**src/rtl/m68k_bus_arbiter_pkg.sv**
```systemverilog
// Shared definitions for the 68000 bus arbiter: state encoding and
// status-register bit positions used by the Pi-side register file.
package m68k_bus_arbiter_pkg;

  typedef enum logic [2:0] {
    OWN   = 3'd0,
    DRAIN = 3'd1,
    GRANT = 3'd2,
    EXT   = 3'd3,
    REL   = 3'd4
  } arb_state_e;

  localparam int STATUS_ARB_EN_BIT   = 2;
  localparam int STATUS_EXT_OWNED_BIT = 3;

  // Width of a counter that must reach n-1.
  function automatic int cnt_width(input int n);
    return (n > 2) ? $clog2(n) : 1;
  endfunction

endpackage

```
**src/rtl/m68k_sync_edge.sv**
```systemverilog
// N-flop synchroniser with edge pulses taken between the last two stages.
module m68k_sync_edge #(
  parameter int   N       = 2,
  parameter logic RST_VAL = 1'b1
) (
  input  logic clk_i,
  input  logic rst_ni,
  input  logic d_i,
  output logic q_o,
  output logic rise_o,
  output logic fall_o
);

  logic [N-1:0] sync_q;

  always_ff @(posedge clk_i or negedge rst_ni) begin
    if (!rst_ni) sync_q <= {N{RST_VAL}};
    else         sync_q <= {sync_q[N-2:0], d_i};
  end

  assign q_o    = sync_q[N-1];
  assign rise_o = ~sync_q[N-1] &  sync_q[N-2];
  assign fall_o =  sync_q[N-1] & ~sync_q[N-2];

endmodule

```
**src/rtl/m68k_bus_arbiter.sv**
```systemverilog
// 68000 three-wire bus arbiter for the PiStorm CPLD: hands the bus to external
// DMA masters on BR/BG/BGACK and gates local cycles and bus drivers meanwhile.
module m68k_bus_arbiter
  import m68k_bus_arbiter_pkg::*;
#(
  parameter int GRANT_TIMEOUT = 16,
  parameter int CNT_W         = 16
) (
  input  logic             PI_CLK,
  input  logic             RST_n,
  input  logic             M68K_CLK,
  input  logic             M68K_BR_n,
  input  logic             M68K_BGACK_n,
  input  logic             M68K_AS_n,
  input  logic             arb_en,
  input  logic             local_busy,
  output logic             local_gnt,
  output logic             M68K_BG_n,
  output logic             bus_oe_n,
  output logic             ext_owned,
  output logic [CNT_W-1:0] tenure_cnt
);

  localparam int             TO_W    = cnt_width(GRANT_TIMEOUT);
  localparam logic [TO_W-1:0] TO_LAST = TO_W'(GRANT_TIMEOUT - 1);

  logic br_raw, bgack_s, as_s, c7m_fall;
  logic br_s;
  logic br_r, br_f, bg_r, bg_f, as_r, as_f, c7m_q, c7m_r;

  m68k_sync_edge #(.N(2), .RST_VAL(1'b1)) u_sync_br (
    .clk_i(PI_CLK), .rst_ni(RST_n), .d_i(M68K_BR_n),
    .q_o(br_raw), .rise_o(br_r), .fall_o(br_f));

  m68k_sync_edge #(.N(2), .RST_VAL(1'b1)) u_sync_bgack (
    .clk_i(PI_CLK), .rst_ni(RST_n), .d_i(M68K_BGACK_n),
    .q_o(bgack_s), .rise_o(bg_r), .fall_o(bg_f));

  m68k_sync_edge #(.N(2), .RST_VAL(1'b1)) u_sync_as (
    .clk_i(PI_CLK), .rst_ni(RST_n), .d_i(M68K_AS_n),
    .q_o(as_s), .rise_o(as_r), .fall_o(as_f));

  m68k_sync_edge #(.N(3), .RST_VAL(1'b0)) u_sync_c7m (
    .clk_i(PI_CLK), .rst_ni(RST_n), .d_i(M68K_CLK),
    .q_o(c7m_q), .rise_o(c7m_r), .fall_o(c7m_fall));

  logic unused_sync;
  assign unused_sync = ^{br_r, br_f, bg_r, bg_f, as_r, as_f, c7m_q, c7m_r};

  // br_s is the asserted request; bgack_s/as_s stay at bus level (1 = released).
  assign br_s = ~br_raw;

  arb_state_e       state_q, state_d;
  logic [TO_W-1:0]  to_cnt_q, to_cnt_d;
  logic [CNT_W-1:0] tenure_q, tenure_d;
  logic             bg_n_q, bg_n_d, oe_n_q, oe_n_d, ext_q, ext_d, gnt_q, gnt_d;

  always_comb begin
    state_d  = state_q;
    to_cnt_d = to_cnt_q;
    tenure_d = tenure_q;
    if (c7m_fall) begin
      case (state_q)
        OWN:   if (br_s && arb_en) state_d = local_busy ? DRAIN : GRANT;
        DRAIN: begin
          if (!br_s || !arb_en)  state_d = OWN;
          else if (!local_busy)  state_d = GRANT;
        end
        GRANT: begin
          to_cnt_d = to_cnt_q + 1'b1;
          if (!bgack_s && as_s)                   state_d = EXT;
          else if ((!br_s && bgack_s) || !arb_en) state_d = OWN;
          else if (to_cnt_q == TO_LAST)           state_d = OWN;
        end
        EXT: begin
          if (bgack_s) begin
            state_d  = REL;
            tenure_d = tenure_q + 1'b1;
          end
        end
        REL:     state_d = OWN;
        default: state_d = OWN;
      endcase
    end
    if (state_d != GRANT) to_cnt_d = '0;

    // Outputs decode the next state so they land on the same edge as the state.
    bg_n_d = 1'b1;
    oe_n_d = 1'b1;
    ext_d  = 1'b0;
    gnt_d  = 1'b0;
    case (state_d)
      OWN: begin
        oe_n_d = 1'b0;
        gnt_d  = !(br_s && arb_en);
      end
      DRAIN:   oe_n_d = 1'b0;
      GRANT:   bg_n_d = 1'b0;
      EXT:     ext_d  = 1'b1;
      default: ;
    endcase
  end

  always_ff @(posedge PI_CLK or negedge RST_n) begin
    if (!RST_n) begin
      state_q  <= OWN;
      to_cnt_q <= '0;
      tenure_q <= '0;
      bg_n_q   <= 1'b1;
      oe_n_q   <= 1'b0;
      ext_q    <= 1'b0;
      gnt_q    <= 1'b1;
    end else begin
      state_q  <= state_d;
      to_cnt_q <= to_cnt_d;
      tenure_q <= tenure_d;
      bg_n_q   <= bg_n_d;
      oe_n_q   <= oe_n_d;
      ext_q    <= ext_d;
      gnt_q    <= gnt_d;
    end
  end

  assign M68K_BG_n  = bg_n_q;
  assign bus_oe_n   = oe_n_q;
  assign ext_owned  = ext_q;
  assign local_gnt  = gnt_q;
  assign tenure_cnt = tenure_q;

endmodule
```
**config.mk**
```make
export PLATFORM = sky130hd
export DESIGN_NAME = m68k_bus_arbiter
export DESIGN_NICKNAME = d
export VERILOG_FILES = /design/src/rtl/m68k_bus_arbiter_pkg.sv /design/src/rtl/m68k_sync_edge.sv /design/src/rtl/m68k_bus_arbiter.sv
export SDC_FILE = /design/constraint.sdc
export NUM_CORES = 1
export LEC_CHECK = 0
export CORE_MARGIN = 2
export CORE_UTILIZATION = 55
export CTS_CLUSTER_DIAMETER = 40
export DETAILED_ROUTE_END_ITERATION = 8
export GPL_ROUTABILITY_DRIVEN = 0
export GPL_TIMING_DRIVEN = 0
export PLACE_DENSITY = 0.89
export SETUP_SLACK_MARGIN = 0.05
export SLEW_MARGIN = 40
export SYNTH_ARGS = -nofsm -noshare
export SYNTH_HDL_FRONTEND = slang
export SYNTH_HIERARCHICAL = 1
export SYNTH_SLANG_ARGS = --single-unit
```
**constraint.sdc**
```tcl
create_clock -name PI_CLK -period 3.6 [get_ports PI_CLK]
set_clock_uncertainty 0.05 [all_clocks]
set_input_delay 0.72 -clock PI_CLK [delete_from_list [all_inputs] [get_ports PI_CLK]]
set_output_delay 0.72 -clock PI_CLK [all_outputs]
set_load 0.01 [all_outputs]
```
==> impl_metrics.py <==
metrics = {
    "outcome": {
        "status": "complete, no violations",
    },
    "clocking": {
        "root_buffer": "clkbuf_4",
        "cts_num_sinks": 36,
        "cts_htree_levels": 2,
        "clockBufferDepth": 2,
        "cts_tree": "built",
        "cts_buffers": 5,
        "clkTransAtPathRegs_ns": 0.11,
        "postCtsSetupRepairBufs": 0,
        "clock_latency_ns": 0.34,
        "cts_hold_buf": 0,
        "ctsResizeCount": 0,
    },
    "setup_path": {
        "critPathCapture": "local_gnt",
        "cp-start-kind": "register",
        "crit_buf_inv": 1,
        "timing.rr.start": "u_sync_c7m/sync_q[1]$_DFF_PN0_",
        "worstReg2RegEnd": "to_cnt_q[3]$_DFFE_PN0P_",
        "crit_start": "local_gnt$_DFF_PN1_",
        "slowest_delay_ns": 0.54,
        "path_depth": 1,
        "cp_top_family": "flip-flops",
        "end_kind": "primary output",
        "reg2regPathDepth": 6,
        "crit_arrival_ns": 1.39,
        "worstPathCellList": "clkdlybuf4s50_1",
        "cp_slowest_cell": "dfstp_2",
        "path_class": "reg2out",
        "r2r_slack_ns": 1.81,
        "cp.required_ns": 2.83,
        "crit_path_max_fanout": 1,
    },
    "pwr": {
        "p_int_mw": 0.590,
        "max-vdd-ir-drop_mv": 0.322,
        "power.density_nw_per_um2": 406,
        "combPwrFrac_pct": 14.2,
        "power_switching_mw": 0.201,
        "pwr-share-seq_pct": 57.8,
        "clockPowerShare_pct": 28.1,
        "switching_share_pct": 25.4,
        "p_leak_nw": 0.842,
        "total_power_mw": 0.791,
    },
    "detailed_routing": {
        "via_per_inst": 5.69,
        "wl_met3_microns": 107,
        "wire_per_inst_microns": 15.5,
        "drt_wl_total_microns": 2920,
        "dr.pass1.iters": 4,
        "topRoutingLayerUsed": "met4",
        "dr_total_vias": 1070,
        "drtIter0Drc": 17,
        "dr_wl_met2_microns": 1430,
        "drt_drc_violations_left": 0,
        "final_antenna_net_count": 0,
        "wl_met1_microns": 1310,
    },
    "die": {
        "core_area_sq_um": 2730,
        "pin_count": 28,
        "die_w_microns": 57.2,
        "start_util_pct": 57.0,
        "die_area_sq_um": 3270,
        "die_y_microns": 57.2,
        "rows": 19,
    },
    "layout": {
        "synthToLayoutAreaGrowth_pct": 25.1,
        "layout-drive-gt1-share_pct": 18.5,
        "nets": 166,
        "n_antenna_cell": 0,
        "fin_cells": 188,
        "final_cell_mix": "dfrtp_1 (28), clkdlybuf4s50_1 (26), xor2_1 (9), xnor2_1 (9), dfstp_2 (8)",
        "fin_area_sq_um": 1950,
        "final_common_cell": "dfrtp_1",
        "fin_util_pct": 71.3,
    },
    "sta": {
        "clock.fmax_ghz": 0.462,
        "worst_slew_pin_slew_ns": 0.464,
        "rsz0062_at_grt": "false",
        "hold_viol": 0,
        "min_period_over_period_pct": 60.1,
        "drv_slew": 0,
        "timing.slew.headroom_pct": 68.8,
        "finalSetupViolations": 0,
        "finalSetupTns_ns": 0,
        "post-route-min-period_ns": 2.16,
    },
    "job": {
        "drv_cap": 0,
    },
    "hold_path": {
        "hold_path.class": "in2async",
    },
    "synth": {
        "yosys_warnings": 6,
        "netlist_instances": 121,
        "synth_nets": 131,
        "synth.cell_area_sq_um": 1560,
        "syn_area_per_cell_sq_um": 12.9,
    },
    "global_route": {
        "grt_pass1_vias": 1071,
        "grt_pass1_wl_microns": 4920,
        "antenna_found_initial": 0,
        "grt_overflow": 0,
        "grt_max_degree": 20,
        "grt_util_all_layers_pct": 19.9,
    },
    "placed_design": {
        "place_inst": 180,
        "port_buffers": 27,
        "dpl.hpwl_microns": 2210,
        "place_area_sq_um": 1890,
    },
}
state kept, by name, indices dropped and copies added, names as in the netlist, 2 cells and up:
register,count
u_sync_bgack/sync_q,2
u_sync_as/sync_q,2
to_cnt_q,4
state_q,3
u_sync_c7m/sync_q,3
tenure_cnt,16
u_sync_br/sync_q,2
stage by stage:
step	hold slack [ns]	worst slack, ns
detailed placement	0.295	1.36
floorplan	0.281	2.02
global route	0.284	1.39
finish	0.261	1.44
global placement	0.285	1.08
CTS	0.285	1.44
layer usage:
metal,GRT usage (%),vias up
li1,-,503
met1,25.9,534
met2,31.9,23
met3,5.22,10
met4,8.64,0
met5,0,-
worst min-delay path by stage:
stage	from	to	slack, ns
after floorplan	u_sync_c7m/sync_q[0]$_DFF_PN0_	u_sync_c7m/sync_q[1]$_DFF_PN0_	0.28
after global placement	u_sync_c7m/sync_q[0]$_DFF_PN0_	u_sync_c7m/sync_q[1]$_DFF_PN0_	0.28
final	RST_n	to_cnt_q[0]$_DFFE_PN0P_	0.26
after detailed placement	u_sync_c7m/sync_q[0]$_DFF_PN0_	u_sync_c7m/sync_q[1]$_DFF_PN0_	0.29
after global routing	RST_n	tenure_cnt[0]$_DFFE_PN0P_	0.28
after CTS	RST_n	to_cnt_q[3]$_DFFE_PN0P_	0.28
power groups by stage:
stage	Combinational (mW)	Clock (mW)	Sequential (mW)
6_report	0.112	0.222	0.457
5_1_grt	0.125	0.242	0.461
3_5_place_dp	0.113	0	0.465
2_1_floorplan	0.0487	0	0.468
4_1_cts	0.114	0.224	0.458
3_3_place_gp	0.106	0	0.462
area by class of cell:
type / count / area (sq um)
Tap cell: 31 / 38.8
Sequential cell: 36 / 911
Buffer: 1 / 11.3
Timing Repair Buffer: 28 / 293
Multi-Input combinational cell: 80 / 621
Fill cell: 194 / 786
Clock buffer: 8 / 58.8
Inverter: 4 / 15.0
Power figures use the tool's default switching activity.
